## src/rtl/ascii_seq_gen.sv

```systemverilog
// ascii_seq_gen
//   Generates a repeating sweep of characters in [FIRST, LAST] for a UART
//   transmitter, one character per start/busy handshake, with GAP idle clocks
//   between characters and an optional CR/LF after each sweep.
//
// Parameters
//   SIZE   word width
//   FIRST  lower bound of the character range
//   LAST   upper bound of the character range (FIRST <= LAST)
//   MODE   0 ascending, 1 descending, 2 ping-pong
//   GAP    idle clocks after each character
//   EOL    1 appends CR, LF after every sweep
//
// Ports
//   clk         system clock, rising edge
//   rst_n       asynchronous active-low reset
//   enable      keep generating characters while high
//   tx_busy     transmitter busy flag
//   start       one-cycle transmit request
//   word        character being sent; held until tx_busy falls
//   sweep_done  one-cycle pulse after the last character of a sweep
module ascii_seq_gen #(
    parameter int              SIZE  = 8,
    parameter logic [SIZE-1:0] FIRST = 8'd97,
    parameter logic [SIZE-1:0] LAST  = 8'd122,
    parameter int              MODE  = 0,
    parameter int              GAP   = 16,
    parameter int              EOL   = 1
) (
    input  logic            clk,
    input  logic            rst_n,
    input  logic            enable,
    input  logic            tx_busy,
    output logic            start,
    output logic [SIZE-1:0] word,
    output logic            sweep_done
);

    localparam int GW = (GAP > 0) ? $clog2(GAP + 1) : 1;

    localparam logic [SIZE-1:0] CHAR_CR = SIZE'(13);
    localparam logic [SIZE-1:0] CHAR_LF = SIZE'(10);
    localparam logic [SIZE-1:0] RST_POS = (MODE == 1) ? LAST : FIRST;

    // What the current word is: a range character, or the CR/LF trailer
    localparam logic [1:0] PH_CHAR = 2'd0;
    localparam logic [1:0] PH_CR   = 2'd1;
    localparam logic [1:0] PH_LF   = 2'd2;

    typedef enum logic [2:0] {
        S_IDLE,
        S_SEND,
        S_WAIT_ACK,
        S_WAIT_TX,
        S_GAP
    } state_t;

    state_t          state, state_nxt;
    logic [GW-1:0]   gap_cnt;
    logic [SIZE-1:0] pos, pos_nxt;
    logic            dir_up, dir_nxt;
    logic [1:0]      phase, phase_nxt;
    logic            range_end;
    logic            last_of_sweep;
    logic            tx_done;

    assign tx_done = (state == S_WAIT_TX) && !tx_busy;

    // Next range position. range_end marks the character that closes a sweep.
    always_comb begin
        pos_nxt   = pos;
        dir_nxt   = dir_up;
        range_end = 1'b0;
        case (MODE)
            1: begin
                range_end = (pos == FIRST);
                pos_nxt   = range_end ? LAST : pos - SIZE'(1);
            end
            2: begin
                if (dir_up) begin
                    if (pos == LAST) begin
                        range_end = 1'b1;
                        dir_nxt   = 1'b0;
                        // single-character range must not step outside itself
                        pos_nxt   = (LAST == FIRST) ? pos : pos - SIZE'(1);
                    end else begin
                        pos_nxt = pos + SIZE'(1);
                    end
                end else begin
                    if (pos == FIRST) begin
                        range_end = 1'b1;
                        dir_nxt   = 1'b1;
                        pos_nxt   = (LAST == FIRST) ? pos : pos + SIZE'(1);
                    end else begin
                        pos_nxt = pos - SIZE'(1);
                    end
                end
            end
            default: begin
                range_end = (pos == LAST);
                pos_nxt   = range_end ? FIRST : pos + SIZE'(1);
            end
        endcase
    end

    // Trailer sequencing: endpoint -> CR -> LF -> next range char
    always_comb begin
        phase_nxt     = PH_CHAR;
        last_of_sweep = 1'b0;
        case (phase)
            PH_CHAR: begin
                if (range_end) begin
                    if (EOL != 0) phase_nxt = PH_CR;
                    else          last_of_sweep = 1'b1;
                end
            end
            PH_CR:   phase_nxt = PH_LF;
            default: begin
                phase_nxt     = PH_CHAR;
                last_of_sweep = 1'b1;
            end
        endcase
    end

    // State register
    always_ff @(posedge clk or negedge rst_n) begin
        if (!rst_n) state <= S_IDLE;
        else        state <= state_nxt;
    end

    // Next-state logic. A pending CR/LF keeps the FSM sending even when
    // enable has dropped, so a line is never left unterminated.
    always_comb begin
        state_nxt = state;
        case (state)
            S_IDLE:     if (enable) state_nxt = S_SEND;
            S_SEND:     state_nxt = tx_busy ? S_WAIT_TX : S_WAIT_ACK;
            S_WAIT_ACK: if (tx_busy) state_nxt = S_WAIT_TX;
            S_WAIT_TX: begin
                if (!tx_busy) begin
                    if (GAP > 0)
                        state_nxt = S_GAP;
                    else
                        state_nxt = (enable || phase_nxt != PH_CHAR) ? S_SEND : S_IDLE;
                end
            end
            S_GAP: begin
                // counter reaches zero on the edge that leaves GAP
                if (gap_cnt <= GW'(1))
                    state_nxt = (enable || phase != PH_CHAR) ? S_SEND : S_IDLE;
            end
            default:    state_nxt = S_IDLE;
        endcase
    end

    // Output logic
    always_comb begin
        start = (state == S_SEND);
        case (phase)
            PH_CR:   word = CHAR_CR;
            PH_LF:   word = CHAR_LF;
            default: word = pos;
        endcase
    end

    // Sequence position, gap counter and sweep pulse
    always_ff @(posedge clk or negedge rst_n) begin
        if (!rst_n) begin
            gap_cnt    <= '0;
            pos        <= RST_POS;
            dir_up     <= 1'b1;
            phase      <= PH_CHAR;
            sweep_done <= 1'b0;
        end else begin
            sweep_done <= 1'b0;
            if (tx_done) begin
                gap_cnt    <= GW'(GAP);
                phase      <= phase_nxt;
                sweep_done <= last_of_sweep;
                if (phase == PH_CHAR) begin
                    pos    <= pos_nxt;
                    dir_up <= dir_nxt;
                end
            end else if (state == S_GAP) begin
                gap_cnt <= gap_cnt - GW'(1);
            end
        end
    end

endmodule

```

## config.mk

```make
export PLATFORM = sky130hd
export DESIGN_NAME = ascii_seq_gen
export DESIGN_NICKNAME = d
export VERILOG_FILES = /design/src/rtl/ascii_seq_gen.sv
export SDC_FILE = /design/constraint.sdc
export NUM_CORES = 1
export LEC_CHECK = 0
export CORE_MARGIN = 5
export CORE_UTILIZATION = 38
export DETAILED_ROUTE_END_ITERATION = 7
export SLEW_MARGIN = 20
export SYNTH_ARGS = -nofsm -noshare
export SYNTH_HDL_FRONTEND = slang
export SYNTH_SLANG_ARGS = --single-unit
```

## constraint.sdc

```tcl
create_clock -name clk -period 3.6 [get_ports clk]
set_input_delay 0.54 -clock clk [delete_from_list [all_inputs] [get_ports clk]]
set_output_delay 0.54 -clock clk [all_outputs]
set_load 0.05 [all_outputs]
```

; Yosys cells after proc, flatten, opt, wreduce, memory -nomap -nowiden
; Index checks and enable logic that the tools add are counted.
[op_classes]
addsub = 2
n_lt_le_gt_ge = 1
n_eq_ne = 11
mux = 15
n_reduce_logical = 10
[op_table]
columns = operator, count
row1 = case mux 8 bit (2 select lines), 1
row2 = case mux 3 bit (5 select lines), 1
row3 = two-way mux 3 bit, 4
row4 = two-way mux 5 bit, 2
row5 = adder 8 x 1 -> 8 bit (second input constant), 1
row6 = == test 8 x 7 -> 1 bit (second input constant), 1
row7 = two-way mux 8 bit, 1
row8 = != test 2 bit (second input constant), 4
row9 = == test 3 x 2 -> 1 bit (second input constant), 2
row10 = <= comparator 5 x 1 -> 1 bit (second input constant), 1
row11 = two-way mux 1 bit, 5
row12 = subtractor 5 x 1 -> 5 bit (second input constant), 1
row13 = case mux 2 bit (2 select lines), 1
row14 = AND reduction 4 bit, 1
row15 = nonzero test 2 bit, 2
row16 = == test 3 x 1 -> 1 bit (second input constant), 1
row17 = == test 3 bit (second input constant), 1
row18 = logical NOT 3 bit, 1
row19 = == test 2 x 1 -> 1 bit (second input constant), 1
row20 = == test 2 bit (second input constant), 1
row21 = logical NOT 2 bit, 1
row22 = AND reduction 2 bit, 1
row23 = OR reduction 2 bit, 1
row24 = logical AND 1 bit, 1
row25 = other kinds (2), 2
[totals]
regBits = 19
inputBits = 4
word_cells = 44

; Logic depth before layout (Yosys ltp)
[logic_depth]
ltp_word = 5
mapped_depth = 6
ltp_nobuf = 5

; Worst setup path before layout
; Ideal clock, no wire load.
[synth_path]
kind = register to output
start = register phase[0]
end = output word[1]
arrival_time_ns = 1.967
t_required_ns = 3.060
slack_ns = 1.093
path_stages_with_launch = 5
path_cell_list = dfrtp_1 -> inv_1 -> ha_1 -> clkbuf_1 -> o21ai_0
[synth_between]
elab_chain_cells = 2
[synth_lines]
columns = item, line_no
row1 = "start, declared", 62  ; logic [1:0] phase, phase_nxt;
row2 = "start signal, assigned", 178  ; phase <= phase_nxt;
row3 = == test 2 bit / == test 2 x 1 -> 1 bit (equally long branches), 159  ; case (phase)
row4 = case mux 8 bit (2 select lines) (*), 159
row5 = "end, declared", 35  ; output logic [SIZE-1:0] word,
; Mark *: on every way between the ends. The rest lies on a longest branch, timed or not.

; Final worst setup path
[layout_path]
start = register phase[0]
end = output word[0]
; Same word-level chain as after synthesis.

==> flow_summary.json <==
{
  "slowest_delay_ps": 820,
  "syn_area_per_cell_um2": 10.08,
  "synth-edff-count": 0,
  "cap_viol_max_count": 0,
  "gp_congestion": 0.7521,
  "clkTransAtPathRegs_ps": 100,
  "coreArea_mm2": 0.002781,
  "post_cts_resized": 0,
  "slowest_stage": "clkdlybuf4s50_1",
  "dr.pass1.iters": 4,
  "hp-start": "gap_cnt[4]",
  "status": "completed",
  "grt_usage": 0.1143,
  "wl_um": 2123,
  "cts_hold_buf": 0,
  "netlist_top_cells_count": "16 x dfrtp_1, 8 x inv_1, 8 x nor2_1",
  "r2r_start": "state[2]",
  "clock-sinks": 19,
  "row_count": 19,
  "timing.rr.end": "pos[7]",
  "die_area_mm2": 0.004097,
  "cts_tree": "built",
  "power_density_mw_per_mm2": 817.7,
  "first_iter_violations": 38,
  "min_period_ps": 2738,
  "synth_area_leaders": "dfrtp_1 36%, ha_1 7.9%, dfstp_2 7.1%, xnor2_1 3.2%, o21ai_0 2.7%",
  "dp_cells": 150,
  "hold_depth": 1,
  "final_nets": 135,
  "stdcell_count": 154,
  "portBuffers": 13,
  "path_class": "flop to output port",
  "antennaDiodeCount": 0,
  "period_share": 0.7604,
  "vias_per_cell": 5.532,
  "cts_buffer_depth": 2,
  "synth_ff_type": "dfrtp_1",
  "crit_family": "buffers and inverters",
  "cp.required_ps": 3060,
  "fmax_mhz": 365.3,
  "finalWorstSetupSlack_ps": 862.5,
  "overflow": 0,
  "syn-num-nets": 121,
  "holdPathEnd": "gap_cnt[4]",
  "clk_latency_ps": 290,
  "num_vias": 852,
  "initial_core_util": 0.3986,
  "yosysTopAreaCellShare": 0.3612,
  "slew_viol_final": 0,
  "cp_max_fo": 10,
  "routedWlPerCell_um": 13.79,
  "holdWs_ps": 505.4,
  "root_buffer": "clkbuf_4",
  "ys_seq_area_frac": 0.4323,
  "synthDistinctLibCells": 41,
  "crit_buf_inv": 2,
  "grt_first_pass_wirelength_um": 3815,
  "utilization": 0.4566,
  "syn_inst": 110,
  "yosysMostFrequentCell": "dfrtp_1",
  "vdd_drop_max_uv": 532.2,
  "detailedPlace.worstSlack_ps": 1173,
  "synthArstFlopShare": 1.000,
  "drive_gt1_frac": 0.09756,
  "synth.largest_area_cell": "dfrtp_1",
  "area_delta_synth_final_pct": 14.56,
  "ios": 14,
  "drc_errors": 0,
  "antenna_found_initial": 0,
  "worst_slew_pin_slew_ps": 870.4,
  "grt_max_degree": 20,
  "cp-start-kind": "flop",
  "grt_pass1_vias": 861,
  "arrival_ps": 2200,
  "hp-class": "flop to flop",
  "synth.yosys.warnings": 0,
  "rsz0062_at_grt": "false",
  "fillers": 265,
  "post_cts_buffers": 0,
  "slew_headroom": 0.4179,
  "netlist_area_mm2": 0.001109,
  "reg2reg_depth": 3,
  "numCtsBuffers": 3,
  "hold_viol": 0,
  "dp.final_hpwl_um": 1547,
  "ys_seq_elements": 19,
  "die_h_um": 64.01,
  "end_kind": "output port",
  "setup_violations": 0,
  "setup_tns_ps": 0,
  "detail-route-antenna-nets": 0,
  "die_w_um": 64.01,
  "cts_max_level": 1,
  "ff2ff_setup_slack_ps": 1800,
  "crit_chain": "inv_1 -> ha_1 -> nand2_1 -> o21ai_0 -> clkdlybuf4s50_1",
  "p_leak_nw": 0.5303,
  "skew_ps": 5.666
}
[where the power goes]
part	switching [mW]	leakage, nW	internal, mW	total, mW
combinational	0.337	0.284	0.216	0.553
clock	0.0639	0.0150	0.0430	0.107
sequential	0.0867	0.231	0.292	0.379
total	0.488	0.530	0.551	1.04
[worst max-delay path by stage]
stage / start / end / slack, ps / cells after the start
after floorplan: phase[0] / word[1] / 1090 / 4
after global placement: phase[0] / word[2] / 1240 / 5
after detailed placement: phase[0] / word[0] / 1170 / 5
after CTS: phase[0] / word[0] / 840 / 5
after global routing: phase[0] / word[1] / 730 / 5
final: phase[0] / word[0] / 860 / 5
[area by class of cell]
type                    count  area (um2)  area share
multi-input cells          79       565.5      0.4453
repair buffers             13       130.1      0.1025
flip-flops and latches     19       479.2      0.3773
inverters                   8       30.03     0.02365
clock buffers               4       26.28     0.02069
well taps                  31       38.79     0.03054
[stage by stage]
step                instance area (um2)  total power [mW]
floorplan                          1109            0.7825
global placement                   1244            0.9277
detailed placement                 1244            0.9398
CTS                                1270             1.050
global route                       1270             1.115
finish                             1270             1.038
[registers in the layout, indices dropped and copies added, names as in the netlist]
register / flops
pos: 8
sweep_done: 1
state: 3
gap_cnt: 5
phase: 2
[layout by cell type (no fill, tap or decap), types with 4 or more instances in the layout]
cell	n
nor2_1	8
inv_1	8
clkdlybuf4s50_1	13
nand2_1	5
xnor2_1	4
dfrtp_1	16
nand4_1	4
o21ai_0	6
ha_1	7
[layer usage]
| metal | routed length, um | up-vias | share of wire | global-route usage |
|---|---|---|---|---|
| met5 | 0 | - | 0 | 0 |
| met3 | 88 | 2 | 0.041 | 0.02802 |
| li1 | - | 421 | - | - |
| met1 | 958 | 417 | 0.45 | 0.1430 |
| met2 | 1057 | 12 | 0.50 | 0.1910 |
| met4 | 19 | 0 | 0.0089 | 0.03896 |
[cell families after synthesis]
family / Yosys count / share of synthesized area
simple gates: 42 / 0.2348
compound gates: 23 / 0.1354
flops: 19 / 0.4323
buf+inv: 12 / 0.05756
fa+ha+maj: 7 / 0.07900
xor+xnor: 4 / 0.03160
mux: 3 / 0.02934
Power figures use the tool's default switching activity.
==> variant (same settings) <==
Change the parameter `EOL` from 1 to 0. Comments in the files are not updated.
--- a/src/rtl/ascii_seq_gen.sv
+++ b/src/rtl/ascii_seq_gen.sv
@@ -25,7 +25,7 @@
     parameter logic [SIZE-1:0] LAST  = 8'd122,
     parameter int              MODE  = 0,
     parameter int              GAP   = 16,
-    parameter int              EOL   = 1
+    parameter int              EOL   = 0
 ) (
     input  logic            clk,
     input  logic            rst_n,
Behaviour: no difference found for any inputs over 10 cycles, from zero or initial values and one cycle with rst_n low; that may be too few to reach the edited logic, so the function may still have changed.
==> variant against the unedited design <==
Via count is 18% lower. Combinational power is 36% lower. Highest routed layer unchanged. Design area is 16% lower. Routed wire length is 15% lower. Power is 23% lower. Synthesized area is 19% lower. Cell count is 16% lower. Sequential power is 10% lower. Setup slack better by 0.40 ns. Worst hold slack worse by 0.017 ns. Critical path depth is 3 lower. Sequential cell count is 2 lower. Register-to-register slack better by 0.23 ns.
==> variant: results (changes against the unedited design) <==
die:
  placementRows: 17  # -2
synthesis:
  synth_compound_gate_area_share_pct: 10.9  # -2.6 points
  post_synth_fa_ha_maj_area_fraction_pct: 5.59  # -2.3 points
  synth-seq-area-share_pct: 48.0  # +4.7 points
  post_synth_xor_area_fraction_pct: 4.90  # +1.7 points
  synth.ff_latch_count: 17  # -2
  synth_common_cells: "14 x dfrtp_1, 10 x nor2_1, 9 x nand2_1"
  yosys-mux-area-fraction_pct: 2.38  # -0.56 points
  synth.top_cells.by_area: "dfrtp_1 39%, dfstp_2 8.8%, ha_1 5.6%"
  mappedNetlistNets: 96  # -21%
  synth.lib_cells_used.distinct: 33  # -20%
pwr:
  peakVddDrop_uv: 487  # -8.5%
  share_clk_of_total_power_pct: 13.1  # +2.8 points
  pg_comb_uw: 354  # -36%
  cellLeakagePower_uw: 0.000454  # -14%
  power_switching_uw: 355  # -27%
final_layout:
  post_route_cell_area_um2: 1060  # -16%
  layout.cells.non_filler: 130  # -16%
  layout.nonclk_buf_share_pct: 12.2  # +2.0 points
  layout.filler_cells: 227  # -14%
  nMultiInputCombCells: 64  # -19%
  num-clock-buffers: 4  # unchanged
  clock_area_share_pct: 2.47  # +0.40 points
  fin_nets: 111  # -18%
  area.share.sequential_pct: 40.4  # +2.6 points
  nonClockInverterCount: 4  # -4
  layout-drive-gt1-share_pct: 10.8  # +1.0 points
  multiInputGateArea_um2: 428  # -24%
route:
  num_vias: 695  # -18%
  wl_met2_um: 930  # -12%
  drt_iter0_drc: 7  # -82%
  wl_per_cell_um: 14.0  # +1.3%
  wl_met1_um: 792  # -17%
global_route:
  grt.met2_usage_pct: 19.8  # +0.68 points
  number_of_global_route_vias_before_repair: 723  # -16%
  grt_start_max_net_pins: 18  # -10%
  grt.total_usage_pct: 12.2  # +0.76 points
  first_pass_grt_wire_length_um: 3150  # -18%
outcome:
  status: "finished clean"
placed_design:
  dp_slack_ns: 1.58  # +0.408 ns
  post-dp-hpwl_um: 1300  # -16%
  detailed_place.area_um2: 1040  # -17%
sta:
  fin_worst_skew_ns: 0.00608  # +0.000416 ns
  worst-slew-pin-transition_ns: 0.764  # -0.106 ns
setup_path:
  cp.arrival_ns: 1.80  # -0.40 ns
  path_max_fanout: 8  # -2
==> variant: changes by cell type after synthesis, moves of 4 or more <==
cell | unedited run | this run
inv_1 | 8 | 4
nand4_1 | 4 | 0
nand2_1 | 5 | 9
o21ai_0 | 6 | 1
==> variant: path summary, 6_finish.rpt <==
check                      startpoint    endpoint  slack [ns]  cells past startpoint
setup / recovery             state[2]       start        1.26                      2
hold / removal             gap_cnt[4]  gap_cnt[4]        0.49                      1
setup reg to reg               pos[1]      pos[4]        2.03                      4
hold reg to reg            gap_cnt[4]  gap_cnt[4]        0.49                      1
max in group asynchronous       rst_n  gap_cnt[1]        2.44                      1
min in group asynchronous       rst_n  sweep_done        0.68                      1
==> variant: worst max-delay path, delay by kind of cell (launching register included) <==
family / cells / cell delay (ns)
buffers and inverters: 1 / 0.83
DFF: 1 / 0.46
and+or+nand+nor: 1 / 0.22
